### src/rtl/key_pkg.sv
// key_pkg: shared definitions for the key input path.
//   - state_t: gesture classifier state encoding.
//   - Default timing constants for a 12 MHz system clock, used as parameter
//     defaults by the classifier and its release filter.
//   - The debouncer's settle delay lives here too, so every block on the key
//     path derives its timing from one place.
package key_pkg;

  typedef enum logic [2:0] {
    IDLE    = 3'd0,
    PRESSED = 3'd1,
    HELD    = 3'd2,
    WAIT2   = 3'd3,
    SECOND  = 3'd4
  } state_t;

  localparam int DEF_CNT_W        = 24;
  localparam int DEF_LONG_CYC     = 12_000_000;  // 1 s
  localparam int DEF_DBL_CYC      = 3_600_000;   // 300 ms
  localparam int DEF_REL_CYC      = 240_000;     // 20 ms
  localparam int DEF_REP_CYC      = 2_400_000;   // 200 ms
  localparam int DEF_DEBOUNCE_CYC = 240_000;     // 20 ms debouncer settle time

endpackage

### src/rtl/key_release_filter.sv
// key_release_filter: release qualifier for one key.
//   Synchronises the raw active-low key level and asserts rel_ok once the
//   synchronised level has been high (released) for REL_CYC consecutive cycles.
//   Any low sample restarts the run.
// Ports:
//   clk    in  system clock
//   rst    in  asynchronous, active-high reset
//   key_n  in  raw key level, 0 = pressed, asynchronous to clk
//   rel_ok out high while the release has been stable for >= REL_CYC cycles
module key_release_filter
  import key_pkg::*;
#(
  parameter int CNT_W   = DEF_CNT_W,
  parameter int REL_CYC = DEF_REL_CYC
) (
  input  logic clk,
  input  logic rst,
  input  logic key_n,
  output logic rel_ok
);

  localparam logic [CNT_W-1:0] REL_LAST = CNT_W'(REL_CYC);

  logic             key_meta;
  logic             key_sync;
  logic [CNT_W-1:0] run;

  // Run counter saturates at REL_CYC, so rel_ok holds for as long as the key
  // stays released.
  assign rel_ok = (run == REL_LAST);

  // Both synchroniser flops reset to the released level.
  always_ff @(posedge clk or posedge rst) begin
    if (rst) begin
      key_meta <= 1'b1;
      key_sync <= 1'b1;
      run      <= '0;
    end else begin
      key_meta <= key_n;
      key_sync <= key_meta;
      if (!key_sync) begin
        run <= '0;
      end else if (!rel_ok) begin
        run <= run + 1'b1;
      end
    end
  end

endmodule

### src/rtl/key_press_classifier.sv
// key_press_classifier: gesture classifier for a single debounced key.
//   Turns the debouncer's press strobe plus the raw key level into one-cycle
//   event strobes: short click, double click, long press and auto-repeat while
//   a long press is held. busy is high whenever a gesture is in progress.
// Ports:
//   clk          in  system clock (12 MHz nominal)
//   rst          in  asynchronous, active-high reset
//   press_pulse  in  one-cycle debounced press strobe
//   key_n        in  raw key level, 0 = pressed, asynchronous to clk
//   short_pulse  out one cycle: single short click confirmed
//   double_pulse out one cycle: second press inside the double-click window
//   long_pulse   out one cycle: key held LONG_CYC cycles
//   repeat_pulse out one cycle every REP_CYC while held after long_pulse
//   busy         out high whenever the classifier is not idle
// The debouncer only emits press_pulse after the key has been low for its
// settle time, so the synchronised level is already low (rel_ok clear) by the
// time a press is accepted.
module key_press_classifier
  import key_pkg::*;
#(
  parameter int CNT_W    = DEF_CNT_W,
  parameter int LONG_CYC = DEF_LONG_CYC,
  parameter int DBL_CYC  = DEF_DBL_CYC,
  parameter int REL_CYC  = DEF_REL_CYC,
  parameter int REP_CYC  = DEF_REP_CYC
) (
  input  logic clk,
  input  logic rst,
  input  logic press_pulse,
  input  logic key_n,
  output logic short_pulse,
  output logic double_pulse,
  output logic long_pulse,
  output logic repeat_pulse,
  output logic busy
);

  localparam logic [CNT_W-1:0] LONG_LAST = CNT_W'(LONG_CYC - 1);
  localparam logic [CNT_W-1:0] DBL_LAST  = CNT_W'(DBL_CYC - 1);
  localparam logic [CNT_W-1:0] REP_LAST  = CNT_W'(REP_CYC - 1);

  state_t           state;
  state_t           state_nxt;
  logic [CNT_W-1:0] cnt;
  logic [CNT_W-1:0] cnt_nxt;
  logic             rel_ok;
  logic             short_nxt;
  logic             double_nxt;
  logic             long_nxt;
  logic             repeat_nxt;

  key_release_filter #(
    .CNT_W  (CNT_W),
    .REL_CYC(REL_CYC)
  ) u_release (
    .clk   (clk),
    .rst   (rst),
    .key_n (key_n),
    .rel_ok(rel_ok)
  );

  assign busy = (state != IDLE);

  always_ff @(posedge clk or posedge rst) begin
    if (rst) begin
      state        <= IDLE;
      cnt          <= '0;
      short_pulse  <= 1'b0;
      double_pulse <= 1'b0;
      long_pulse   <= 1'b0;
      repeat_pulse <= 1'b0;
    end else begin
      state        <= state_nxt;
      cnt          <= cnt_nxt;
      short_pulse  <= short_nxt;
      double_pulse <= double_nxt;
      long_pulse   <= long_nxt;
      repeat_pulse <= repeat_nxt;
    end
  end

  // Each branch checks its exit condition before its terminal count, which
  // gives release priority over long press / repeat and a second press
  // priority over the double-click timeout.
  always_comb begin
    state_nxt  = state;
    cnt_nxt    = cnt + 1'b1;
    short_nxt  = 1'b0;
    double_nxt = 1'b0;
    long_nxt   = 1'b0;
    repeat_nxt = 1'b0;

    case (state)
      IDLE: begin
        cnt_nxt = '0;
        if (press_pulse) begin
          state_nxt = PRESSED;
        end
      end
      PRESSED: begin
        if (rel_ok) begin
          state_nxt = WAIT2;
        end else if (cnt == LONG_LAST) begin
          long_nxt  = 1'b1;
          state_nxt = HELD;
        end
      end
      HELD: begin
        if (rel_ok) begin
          state_nxt = IDLE;
        end else if (cnt == REP_LAST) begin
          repeat_nxt = 1'b1;
          cnt_nxt    = '0;
        end
      end
      WAIT2: begin
        if (press_pulse) begin
          double_nxt = 1'b1;
          state_nxt  = SECOND;
        end else if (cnt == DBL_LAST) begin
          short_nxt = 1'b1;
          state_nxt = IDLE;
        end
      end
      SECOND: begin
        // Nothing is timed on the second press; just wait for its release.
        cnt_nxt = '0;
        if (rel_ok) begin
          state_nxt = IDLE;
        end
      end
      default: begin
        state_nxt = IDLE;
      end
    endcase

    // Every state starts timing from zero.
    if (state_nxt != state) begin
      cnt_nxt = '0;
    end
  end

endmodule

### config.mk
export PLATFORM = sky130hd
export DESIGN_NAME = key_press_classifier
export DESIGN_NICKNAME = d
export VERILOG_FILES = /design/src/rtl/key_pkg.sv /design/src/rtl/key_release_filter.sv /design/src/rtl/key_press_classifier.sv
export SDC_FILE = /design/constraint.sdc
export NUM_CORES = 1
export LEC_CHECK = 0
export CORE_AREA = 2 2 78 117
export DETAILED_ROUTE_END_ITERATION = 8
export DIE_AREA = 0 0 80 119
export RECOVER_POWER = 25
export SLEW_MARGIN = 10
export SYNTH_ARGS = -nofsm -noshare
export SYNTH_HDL_FRONTEND = slang
export SYNTH_SLANG_ARGS = --single-unit
### constraint.sdc
create_clock -name clk -period 1.91 [get_ports clk]
set_input_delay 0.191 -clock clk [delete_from_list [all_inputs] [get_ports clk]]
set_output_delay 0.191 -clock clk [all_outputs]
set_load 0.01 [all_outputs]
Word level (Yosys, flattened, before mapping)
Index checks and enable logic that the tools add are counted.
- muxes and demuxes: 24
- add/sub/neg operators: 2
- equality and inequality tests: 10
- reductions and logical operators: 4
- operators by type and width (kind ; count):
    $mux W24 ; 5
    $add A24 B1 Y24 const B ; 2
    $eq A24 B22 Y1 const B ; 2
    $pmux W24 S2 ; 1
    $eq A24 B18 Y1 const B ; 1
    $eq A24 B24 Y1 const B ; 1
    $mux W3 ; 6
    $pmux W3 S4 ; 1
    $mux W1 ; 11
    $eq A3 B2 Y1 const B ; 2
    $reduce_or A2 Y1 ; 2
    $eq A3 B1 Y1 const B ; 1
    $eq A3 B3 Y1 const B ; 1
    $logic_not A3 Y1 ; 1
    $ne A3 B3 Y1 ; 1
    $reduce_bool A3 Y1 ; 1
    $ne A2 B2 Y1 const B ; 1
- bits of input ports: 4
- register bits: 57
- logic and storage cells: 49

Logic depth before layout (Yosys ltp)
- depth after elaboration: 6
- mapped depth: 9
- mapped depth without buffers: 7

Cells and area by module
Synthesis repeated with hierarchy kept, for this count alone.
- cells, all modules: 305
- area, all modules: 3103.0 µm²
- by module, submodules not included (module ; area an instance (µm²) ; sequential area each (µm²) ; times used ; cells each):
    key_press_classifier ; 1724.2 ; 775.7 ; 1 ; 175
    key_release_filter ; 1378.8 ; 653.1 ; 1 ; 130

Least setup slack after synthesis
No wires, ideal clock.
- kind: reg-to-reg
- start point: reg u_release.run[7]
- end point: reg cnt[15]
- stages on the path, launching flop included: 8
- setup slack: -125 ps
- path buffers: 1
- setup time: 69 ps
- data arrival time: 1966 ps
- path through: dfrtp_1 -> nand4_1 -> or4_4 -> o31ai_4 -> mux2i_1 -> o21ai_4 -> buf_8 -> nor2_2
- word-level cells in the longest chain between the ends: 5
- elaborated cells between the ends (all ways): 8
- those cells by class: eq/ne: 2; mux: 6
- ends and longest elaborated chain (item ; RTL line ; text):
    start, declared ; key_release_filter.sv:26 ; logic [CNT_W-1:0] run;
    start signal, assigned ; key_release_filter.sv:44 ; run <= run + 1'b1;
    $eq A24 B18 Y1 (*) ; key_release_filter.sv:30 ; assign rel_ok = (run == REL_LAST);
    $mux W3 (on tied branches) ; key_press_classifier.sv:109, key_press_classifier.sv:128, key_press_classifier.sv:101 ;
    $pmux W3 S4 ; key_press_classifier.sv:93 ; case (state)
    $ne A3 B3 Y1 ; key_press_classifier.sv:138 ; if (state_nxt != state) begin
    $mux W24 (*) ; key_press_classifier.sv:138 ;
    via cnt_nxt[15] ; key_press_classifier.sv:45 ; logic [CNT_W-1:0] cnt_nxt;
    end signal, assigned ; key_press_classifier.sv:74 ; cnt <= cnt_nxt;
    end, declared ; key_press_classifier.sv:44 ; logic [CNT_W-1:0] cnt;
The timed path passes the listed nets; every way through them passes the cells marked *.
A chain may end at the register's enable or synchronous reset.

Final worst setup path
- start point: reg u_release.run[12]
- end point: reg cnt[18]
Same word-level chain as after synthesis.

==> flow_summary.ini <==
[grt]
grt_pass1_vias = 2454
grt_pass1_wl_um = 11100
grt_start_max_net_pins = 31
grt-ovfl-total = 0
antenna_found_initial = 0
grt_usage_pct = 15.1

[timing]
fin_crit_sh_pct = 106
slew_headroom_pct = 53.6
slew_viol_final = 0
skew_ns = 0.00682
rsz0062_at_grt = true
fmax_mhz = 495
fin_hold_ws_ns = 0.354
final-hold-violation-count = 0
setup_viol = 16
layout_setup_ws_ns = -0.109
worst_pin_slew_ns = 0.696
fin_crit_ns = 2.02

[critical_path]
cp-start-kind = flip-flop
end_kind = flip-flop
worstSetupPathType = reg -> reg
required_ns = 2.12
critPathMaxFanout = 5
rrSetupSlack_ns = -0.11
cp.arrival_ns = 2.23

[final_layout]
fin_nets = 394
final_common_cell = buf_4
diodes = 0
layout_common_cells = buf_4 (74), dfrtp_1 (55), xnor2_1 (26), nor2_1 (26), and2_1 (19)
fin_cells = 502
drive_gt1_share_pct = 34.4
stdcell_area_um2 = 4230
syn_to_final_growth_pct = 44.6
post-route-util_pct = 49.1

[drt]
routed_wl_um = 6620
drc = 0
drtAntennaViolNets = 0
dr_wl_met3_um = 137
top_layer = met4
drtIter0Drc = 107
viasPerCell = 4.84
drt-pass1-iter-count = 3
routed_wire_length_per_instance_um = 13.2
wirelength_met1_um = 2650
met2WireLength_um = 3680
dr_total_vias = 2432

[synth]
ys_ff_latch = 57
synth_flop_cell = dfrtp_1
syn-num-nets = 300
synth_edf_count = 0
ys_seq_area_share_pct = 48.8
synthCells = 293
ys_warn_count = 0
postSynthAreaPerCell_um2 = 9.98
netlist_area_um2 = 2930
yosysUniqueCellTypes = 41
async_reset_ff_share_pct = 100

[die]
fp.dieW_um = 80
start_util_pct = 33.9
rows = 42
coreArea_um2 = 8620
ios = 9
dieArea_um2 = 9520
die_h_um = 119

[run]
maxCapViolations = 0

[clock_network]
post_cts_hold_buffer_count = 0
insertion_delay_ns = 0.33
cts.sinks = 57
path_clk_slew_ns = 0.05
cts_buffers = 9
cts_max_path_buffers = 2
cts_root_buf = clkbuf_16
htreeDepth = 3
cts_tree = done

[place]
place_inst = 474
placed_area_um2 = 3620
gp_congestion = 0.761
pre_cts_ws_ns = -0.264
hpwl_um = 4690
io_buffers = 8

[power]
p_leak_nw = 1.89
max-vdd-ir-drop_mv = 0.569
power_density_nw_per_um2 = 848

[status]
violations = negative setup slack
status = complete, but fails checks

[worst_hold_path]
hp-class = reg -> reg
worst paths after layout:
| kind | startpoint | end | cells after the start |
|---|---|---|---|
| hold / removal | u_release.key_meta$_DFF_PP1_ | u_release.key_sync$_DFF_PP1_ | 0 |
| hold reg to reg | u_release.key_meta$_DFF_PP1_ | u_release.key_sync$_DFF_PP1_ | 0 |
| setup / recovery | u_release.run[12]$_DFFE_PP0P_ | cnt[18]$_DFF_PP0_ | 7 |
| min in group asynchronous | rst | cnt[6]$_DFF_PP0_ | 3 |
| setup reg to reg | u_release.run[12]$_DFFE_PP0P_ | cnt[18]$_DFF_PP0_ | 7 |
| max in group asynchronous | rst | u_release.run[20]$_DFFE_PP0P_ | 3 |
metrics by stage:
| step | power (mW) | setup TNS [ns] |
|---|---|---|
| finish | 3.59 | -1.18 |
| global route | 3.75 | -2.75 |
| CTS | 3.60 | -0.979 |
| detailed placement | 1.77 | -3.61 |
| global placement | 1.74 | -2.06 |
| floorplan | 1.57 | -0.0176 |
kinds of logic (layout without fill, tap and decap cells):
| family | count (synthesis) | after routing | share of synthesized area (%) |
|---|---|---|---|
| AOI/OAI and AO/OA | 16 | 16 | 4.53 |
| buffers and inverters | 16 | 115 | 2.57 |
| adders and majority gates | 3 | 3 | 1.28 |
| DFF | 57 | 57 | 48.8 |
| xor gates and xnor gates | 41 | 41 | 12.3 |
| and+or+nand+nor | 158 | 158 | 29.8 |
| muxes | 2 | 2 | 0.684 |
state kept, by name, indices dropped and copies added (netlist names):
register and count:
cnt 24, double_pulse 1, long_pulse 1, repeat_pulse 1, short_pulse 1, state 3
u_release.key_meta 1, u_release.key_sync 1, u_release.run 24
critical path: stages (launching register included):
cell and delay (ns):
dfrtp_1 0.37, or4_4 0.56, o31ai_4 0.26, buf_4 0.17, a21boi_4 0.06, o21ai_4 0.24
clkbuf_16 0.21, nor2_2 0.03
power breakdown:
part | internal, mW | switching, mW
registers | 1.29 | 0.0559
logic | 0.229 | 0.207
clock network | 1.27 | 0.536
total | 2.79 | 0.799
synthesized netlist by cell type (10+ instances only):
master,instances,area [um2]
dfrtp_1,55,1380
nor2_1,31,116
xnor2_1,26,228
and2_1,19,119
nand3_1,19,95.1
nand2_1,18,67.6
nand4_1,15,93.8
xor2_1,15,131
inv_1,11,41.3
nor2_2,10,62.6
nor3_1,10,50.1
area by class of cell:
type / instances / area (um2)
well taps: 110 / 138
fillers: 794 / 4390
inverters: 11 / 41.3
clock buffers: 10 / 229
multi-input cells: 220 / 1570
flip-flops and latches: 57 / 1430
clock inverters: 6 / 108
repair buffers: 88 / 719
routing by layer:
metal | GRT usage [%] | up-vias
met3 | 4.09 | 17
met1 | 16.3 | 1198
li1 | - | 1197
met4 | 7.20 | 0
met2 | 26.7 | 20
met5 | 0 | -
timing repair:
item | in CTS | in global routing
resized for setup | 10 | 22
gates cloned | 0 | 1
setup buffers | 5 | 6
endpoints found under the setup margin | 25 | 33
pin swaps | 5 | 4
Note: power is estimated with default switching activity, not from simulation.
